===== config.mk =====
export PLATFORM = sky130hd
export DESIGN_NAME = fetch_stage_flat
export DESIGN_NICKNAME = d
export VERILOG_FILES = /design/src/rtl/core_pkg.sv /design/src/rtl/fetch_stage_if.sv /design/src/rtl/perf_counter.sv /design/src/rtl/fetch_stage.sv /design/src/flat_wrapper.sv
export SDC_FILE = /design/constraint.sdc
export NUM_CORES = 1
export LEC_CHECK = 0
export ABC_AREA = 0
export CAP_MARGIN = 30
export CORE_MARGIN = 4
export CORE_UTILIZATION = 40
export DETAILED_ROUTE_END_ITERATION = 16
export PLACE_DENSITY = 0.61
export RECOVER_POWER = 50
export SYNTH_ARGS = -nofsm -noshare
export SYNTH_HDL_FRONTEND = slang
export SYNTH_SLANG_ARGS = --single-unit

===== constraint.sdc =====
create_clock -name clk -period 12.8 [get_ports clk]
set_input_delay 1.28 -clock clk [delete_from_list [all_inputs] [get_ports clk]]
set_output_delay 1.28 -clock clk [all_outputs]
set_load 0.02 [all_outputs]

===== src/rtl/core_pkg.sv =====
// Types and constants shared by the fetch stage and the decode stage that consumes F/D.
package core_pkg;

    localparam logic [31:0] DEFAULT_RESET_PC = 32'h0000_1000;

    typedef enum logic [1:0] {
        RUN   = 2'd0,
        MISS  = 2'd1,
        DRAIN = 2'd2
    } fetch_state_t;

    typedef struct packed {
        logic        valid;
        logic [31:0] instr;
        logic [31:0] pc;
        logic [31:0] pc_plus4;
    } fd_reg_t;

endpackage


===== src/rtl/fetch_stage_if.sv =====
// Fetch-stage signal bundle: instruction-cache lookup, decode stall, execute redirect and the F/D register.
interface fetch_stage_if;
    logic [31:0] ic_addr;
    logic        ic_hit;
    logic [31:0] ic_rd;
    logic        stall_d;
    logic        redirect_valid;
    logic [31:0] redirect_pc;
    logic        fd_valid;
    logic [31:0] fd_instr;
    logic [31:0] fd_pc;
    logic [31:0] fd_pc_plus4;

    modport master (
        output ic_addr, fd_valid, fd_instr, fd_pc, fd_pc_plus4,
        input  ic_hit, ic_rd, stall_d, redirect_valid, redirect_pc
    );

    modport slave (
        input  ic_addr, fd_valid, fd_instr, fd_pc, fd_pc_plus4,
        output ic_hit, ic_rd, stall_d, redirect_valid, redirect_pc
    );
endinterface


===== src/rtl/perf_counter.sv =====
// Saturating event counter: counts up on inc and sticks at all-ones.
module perf_counter #(
    parameter int CNT_W = 32
) (
    input  logic             clk,
    input  logic             reset,
    input  logic             inc,
    output logic [CNT_W-1:0] count
);

    always_ff @(posedge clk or posedge reset) begin
        if (reset) begin
            count <= '0;
        end else if (inc && (count != {CNT_W{1'b1}})) begin
            count <= count + CNT_W'(1);
        end
    end

endmodule


===== src/rtl/fetch_stage.sv =====
// Instruction fetch: owns the PC, looks up the I-cache, waits out misses and fills the F/D register.
module fetch_stage
    import core_pkg::*;
#(
    parameter logic [31:0] RESET_PC = DEFAULT_RESET_PC,
    parameter int          CNT_W    = 32
) (
    input  logic             clk,
    input  logic             reset,
    fetch_stage_if.master    bus,
    output logic [CNT_W-1:0] fetch_cnt,
    output logic [CNT_W-1:0] miss_cnt,
    output logic [CNT_W-1:0] miss_cycles
);

    fetch_state_t state_reg, state_next;
    logic [31:0]  pc_reg, pc_next;
    logic [31:0]  miss_pc_reg, miss_pc_next;
    logic [31:0]  pend_pc_reg, pend_pc_next;
    fd_reg_t      fd_reg, fd_next;

    logic             fetch_inc, miss_inc, miss_cyc_inc;
    logic [2:0]       cnt_inc;
    logic [CNT_W-1:0] cnt_val [3];

    always_ff @(posedge clk or posedge reset) begin
        if (reset) begin
            state_reg   <= RUN;
            pc_reg      <= RESET_PC;
            miss_pc_reg <= '0;
            pend_pc_reg <= '0;
            fd_reg      <= '0;
        end else begin
            state_reg   <= state_next;
            pc_reg      <= pc_next;
            miss_pc_reg <= miss_pc_next;
            pend_pc_reg <= pend_pc_next;
            fd_reg      <= fd_next;
        end
    end

    always_comb begin
        state_next   = state_reg;
        pc_next      = pc_reg;
        miss_pc_next = miss_pc_reg;
        pend_pc_next = pend_pc_reg;
        fd_next      = fd_reg;
        fetch_inc    = 1'b0;
        miss_inc     = 1'b0;
        miss_cyc_inc = 1'b0;

        case (state_reg)
            RUN: begin
                if (bus.redirect_valid) begin
                    pc_next       = bus.redirect_pc;
                    fd_next.valid = 1'b0;
                end else if (bus.stall_d) begin
                    // decode is full: PC and F/D hold
                end else if (bus.ic_hit) begin
                    fd_next   = '{valid: 1'b1, instr: bus.ic_rd, pc: pc_reg, pc_plus4: pc_reg + 32'd4};
                    pc_next   = pc_reg + 32'd4;
                    fetch_inc = 1'b1;
                end else begin
                    fd_next.valid = 1'b0;
                    miss_pc_next  = pc_reg;
                    miss_inc      = 1'b1;
                    state_next    = MISS;
                end
            end

            MISS: begin
                miss_cyc_inc = 1'b1;
                if (bus.redirect_valid) begin
                    // The refill in flight cannot be cancelled; park the target until it lands.
                    pend_pc_next  = bus.redirect_pc;
                    fd_next.valid = 1'b0;
                    state_next    = DRAIN;
                end else if (bus.ic_hit && !bus.stall_d) begin
                    fd_next    = '{valid: 1'b1, instr: bus.ic_rd, pc: pc_reg, pc_plus4: pc_reg + 32'd4};
                    pc_next    = pc_reg + 32'd4;
                    fetch_inc  = 1'b1;
                    state_next = RUN;
                end else if (bus.ic_hit) begin
                    state_next = RUN;
                end else if (!bus.stall_d) begin
                    fd_next.valid = 1'b0;
                end
            end

            DRAIN: begin
                miss_cyc_inc  = 1'b1;
                fd_next.valid = 1'b0;
                if (bus.redirect_valid) begin
                    pend_pc_next = bus.redirect_pc;
                end
                if (bus.ic_hit) begin
                    pc_next    = bus.redirect_valid ? bus.redirect_pc : pend_pc_reg;
                    state_next = RUN;
                end
            end

            default: begin
                state_next = RUN;
            end
        endcase
    end

    // During DRAIN the cache is still filling the old line, so its address must not move.
    assign bus.ic_addr     = (state_reg == DRAIN) ? miss_pc_reg : pc_reg;
    assign bus.fd_valid    = fd_reg.valid;
    assign bus.fd_instr    = fd_reg.instr;
    assign bus.fd_pc       = fd_reg.pc;
    assign bus.fd_pc_plus4 = fd_reg.pc_plus4;

    assign cnt_inc = {miss_cyc_inc, miss_inc, fetch_inc};

    generate
        for (genvar gi = 0; gi < 3; gi++) begin : g_cnt
            perf_counter #(.CNT_W(CNT_W)) u_cnt (
                .clk   (clk),
                .reset (reset),
                .inc   (cnt_inc[gi]),
                .count (cnt_val[gi])
            );
        end
    endgenerate

    assign fetch_cnt   = cnt_val[0];
    assign miss_cnt    = cnt_val[1];
    assign miss_cycles = cnt_val[2];

endmodule


===== src/flat_wrapper.sv =====
// flat-port wrapper written by rule: the top's interface ports become plain ports
module fetch_stage_flat import core_pkg::*;
#(
    parameter logic [31:0] RESET_PC = DEFAULT_RESET_PC,
    parameter int          CNT_W    = 32
)
  (clk, reset, fetch_cnt, miss_cnt, miss_cycles, bus_ic_addr, bus_fd_valid, bus_fd_instr, bus_fd_pc, bus_fd_pc_plus4, bus_ic_hit, bus_ic_rd, bus_stall_d, bus_redirect_valid, bus_redirect_pc);
  fetch_stage_if bus_i ();
  input  logic clk;
  input  logic reset;
  output logic [CNT_W-1:0] fetch_cnt;
  output logic [CNT_W-1:0] miss_cnt;
  output logic [CNT_W-1:0] miss_cycles;
  output wire logic [$bits(bus_i.ic_addr)-1:0] bus_ic_addr;
  output wire logic [$bits(bus_i.fd_valid)-1:0] bus_fd_valid;
  output wire logic [$bits(bus_i.fd_instr)-1:0] bus_fd_instr;
  output wire logic [$bits(bus_i.fd_pc)-1:0] bus_fd_pc;
  output wire logic [$bits(bus_i.fd_pc_plus4)-1:0] bus_fd_pc_plus4;
  input wire logic [$bits(bus_i.ic_hit)-1:0] bus_ic_hit;
  input wire logic [$bits(bus_i.ic_rd)-1:0] bus_ic_rd;
  input wire logic [$bits(bus_i.stall_d)-1:0] bus_stall_d;
  input wire logic [$bits(bus_i.redirect_valid)-1:0] bus_redirect_valid;
  input wire logic [$bits(bus_i.redirect_pc)-1:0] bus_redirect_pc;
  assign bus_ic_addr = bus_i.ic_addr;
  assign bus_fd_valid = bus_i.fd_valid;
  assign bus_fd_instr = bus_i.fd_instr;
  assign bus_fd_pc = bus_i.fd_pc;
  assign bus_fd_pc_plus4 = bus_i.fd_pc_plus4;
  assign bus_i.ic_hit = bus_ic_hit;
  assign bus_i.ic_rd = bus_ic_rd;
  assign bus_i.stall_d = bus_stall_d;
  assign bus_i.redirect_valid = bus_redirect_valid;
  assign bus_i.redirect_pc = bus_redirect_pc;
  fetch_stage #(.RESET_PC(RESET_PC), .CNT_W(CNT_W)) u_core (.clk(clk), .reset(reset), .bus(bus_i), .fetch_cnt(fetch_cnt), .miss_cnt(miss_cnt), .miss_cycles(miss_cycles));
endmodule

==> qor.yml <==
timing:
  setup_violations: 0
  maxSlewHeadroom_pct: -206
  worst_slew_pin_slew_ns: 4.57
  period_needed_ns: 6.85
  skew_ns: 0.0192
  maxSlewViolCount: 328
  tns_ns: 0
  fmax_ghz: 0.146
  hold_violations: 0
  fin_crit_sh_pct: 53.5
  grt_setup_unrepaired: "no"
detailed_routing:
  final_antenna_net_count: 0
  dr.pass1.iters: 8
  drt_iter0_markers: 620
  wirelength_um: 39500
  vias: 11000
  wire_per_inst_um: 19.6
  drc: 0
  vias_per_cell: 5.49
power:
  power_density_nw_per_um2: 236
  switchingPower_mw: 1.65
  swShare_pct: 37.9
  power_frac_seq_pct: 35.0
  p_total_mw: 4.36
  combPwrFrac_pct: 42.2
  clockPowerShare_pct: 22.8
  peakVddDrop_uv: 127
  p_leak_nw: 8.04
  p_int_mw: 2.71
global_route:
  grt_pass1_wl_um: 63300
  gr-total-overflow: 0
  grt_pass1_vias: 11200
  grt_max_degree: 189
  grt_usage_pct: 20.0
  antenna_found_initial: 2
logic_synthesis:
  netlist_instances: 1275
  synth_top_area_share_pct: 51.1
  yosysUniqueCellTypes: 74
  synth_fp_nets: 1352
  synth_edf_count: 0
  yosysTopAreaCell: "dfrtp_1"
  syn_area_um2: 14100
  ys_ff_latch: 289
  syn-mean-instance-area_um2: 11.1
  synth_area_leaders: "dfrtp_1, mux2_2, xnor2_1"
  synth.most_common_cell: "dfrtp_1"
  synth_ff_type: "dfrtp_1"
  synth.top_cells.by_count: "dfrtp_1, mux2_2, nand2_1"
  synth.yosys.seq_area_share_pct: 51.3
  synthArstFlopShare_pct: 100
  ys_warn_count: 0
setup_path:
  crit_path_start_kind: "primary input"
  cp_data_required_time_ns: 13.20
  cp.arrival_ns: 7.25
  cp_cell_sequence: "buf_2, clkbuf_1, nand2b_1, or3_1, o41a_1, buf_4, nor2_1, a311oi_1"
  crit_path_top_delay_cell: "clkbuf_1"
  critPathKind: "in2reg"
  critical_path.endpoint_type: "flop"
  critPathMaxFanout: 70
  max_stage_delay_ns: 1.97
clocking:
  clk_path_buf_depth: 3
  clk_transition_reported_paths_ns: 0.06
  insertion_delay_ns: 0.51
  cts_buffers: 34
  cts_tree: "built"
  holdBufCountCts: 0
  htree_levels: 2
  postCtsSetupBuffers: 0
  cts_resized: 0
  root_buffer: "clkbuf_16"
  clkSinkCount: 289
floorplanning:
  start_util_pct: 40.7
  io_pins: 294
  core_area_um2: 34600
  die_h_um: 196
  die-area_um2: 38300
  chipWidth_um: 196
  rows: 68
cells_and_area:
  area_delta_synth_final_pct: 31.3
  final_nets: 1607
  fillers: 3078
  top_register: "u_core.g_cnt.u_cnt.count"
  drive_above_1_share_pct: 16.2
  largest_reg_flops: 96
placement:
  dp_hpwl_um: 26300
  place.gp.congestion: 0.819
  io_buffer_count: 293
run_status:
  status: "finished with violations"
  violations: "capacitance limit, slew limit"
min_path:
  hold_class: "reg2reg"
run:
  drv_cap: 6
==> power by group through the flow <==
stage          Clock (mW)  Sequential (mW)  Combinational [mW]
3_3_place_gp            0             1.54                1.88
2_1_floorplan           0             1.61                1.03
4_1_cts              1.02             1.54                1.92
5_1_grt              1.06             1.58                1.98
3_5_place_dp            0             1.55                1.91
6_report            0.993             1.53                1.84
==> through the flow <==
step	instance area, µm²	util [%]	hold WS (ns)	worst slack [ns]	std cells
floorplan	14100	-	0.474	3.54	1275
global placement	17400	50.2	0.463	8.37	1947
detailed placement	17400	50.2	0.471	8.24	1949
CTS	18500	53.5	0.482	8.24	2008
global route	18500	53.4	0.498	5.54	2009
finish	18500	53.5	0.468	5.95	2010
==> cells in the final DEF, fill, tap and decap left out, types with 4 or more instances in the layout <==
cell type and instances:
dfrtp_1 288, dlygate4sd3_1 186, mux2_2 166, clkdlybuf4s50_1 106, nand2_1 99, xnor2_1 81
o21ai_0 66, nor2_1 55, nand3_1 50, nand4_1 38, xor2_1 38, a21oi_1 38
clkbuf_16 37, and3_1 27, nor3_1 19, and4_1 15, inv_1 14, o22ai_1 14
mux2i_1 13, a22oi_1 12, clkbuf_1 11, a2bb2oi_1 10, buf_4 10, or3_1 8
clkbuf_8 8, nor4_1 7, o21ai_1 7, a31oi_1 7, ha_1 7, nand2b_1 6
o31ai_1 6, a221oi_1 6, o2bb2ai_1 5, a211oi_1 5, clkinv_2 5, and2_1 4
a21boi_0 4, o221ai_1 4
==> final timing paths <==
| kind | start | end | slack (ns) | cells past startpoint |
|---|---|---|---|---|
| max in group asynchronous | reset | u_core.pend_pc_reg[12]$_DFFE_PP0N_ | 7.83 | 3 |
| setup / recovery | bus_redirect_valid | u_core.pc_reg[30]$_DFFE_PP0P_ | 5.95 | 8 |
| hold reg to reg | u_core.bus.fd_pc_plus4[24]$_DFFE_PP0P_ | u_core.bus.fd_pc_plus4[24]$_DFFE_PP0P_ | 0.47 | 2 |
| setup reg to reg | u_core.state_reg[1]$_DFFE_PP0P_ | u_core.pc_reg[30]$_DFFE_PP0P_ | 8.00 | 9 |
| hold / removal | u_core.bus.fd_pc_plus4[24]$_DFFE_PP0P_ | u_core.bus.fd_pc_plus4[24]$_DFFE_PP0P_ | 0.47 | 2 |
| min in group asynchronous | reset | u_core.g_cnt[2].u_cnt.count[3]$_DFFE_PP0P_ | 2.62 | 2 |
==> cell type report <==
type / instances / area (µm²) / share of cell area [%]
clock inverter: 8 / 93.8 / 0.507
inverter: 16 / 61.3 / 0.331
sequential: 289 / 7230 / 39.1
clock buffer: 51 / 1060 / 5.72
multi-input combinational: 880 / 6450 / 34.8
antenna: 2 / 5.00 / 0.0270
timing repair buffer: 309 / 3040 / 16.4
tap: 455 / 569 / 3.08
==> layer usage <==
layer | GRT usage, % | wire [µm] | part of all wire (%)
met1 | 27.5 | 17200 | 44
met2 | 32.5 | 18800 | 48
met3 | 4.67 | 2770 | 7.0
met4 | 4.91 | 716 | 1.8
met5 | 0 | 13 | 0.033
==> critical path, delay by kind of cell <==
kind	cells	cell delay, ns
buffers and inverters	3	2.41
AOI/OAI and AO/OA	2	1.13
and+or+nand+nor	3	2.35
==> logic make-up after synthesis <==
family / synth area share (%)
adder cells (fa/ha/maj): 0.710
buffers and inverters: 3.00
AO/OA/AOI/OAI: 10.1
flip-flops: 51.3
multiplexers: 14.2
XOR/XNOR: 7.51
AND/OR/NAND/NOR: 13.2
Power figures use the tool's default switching activity.
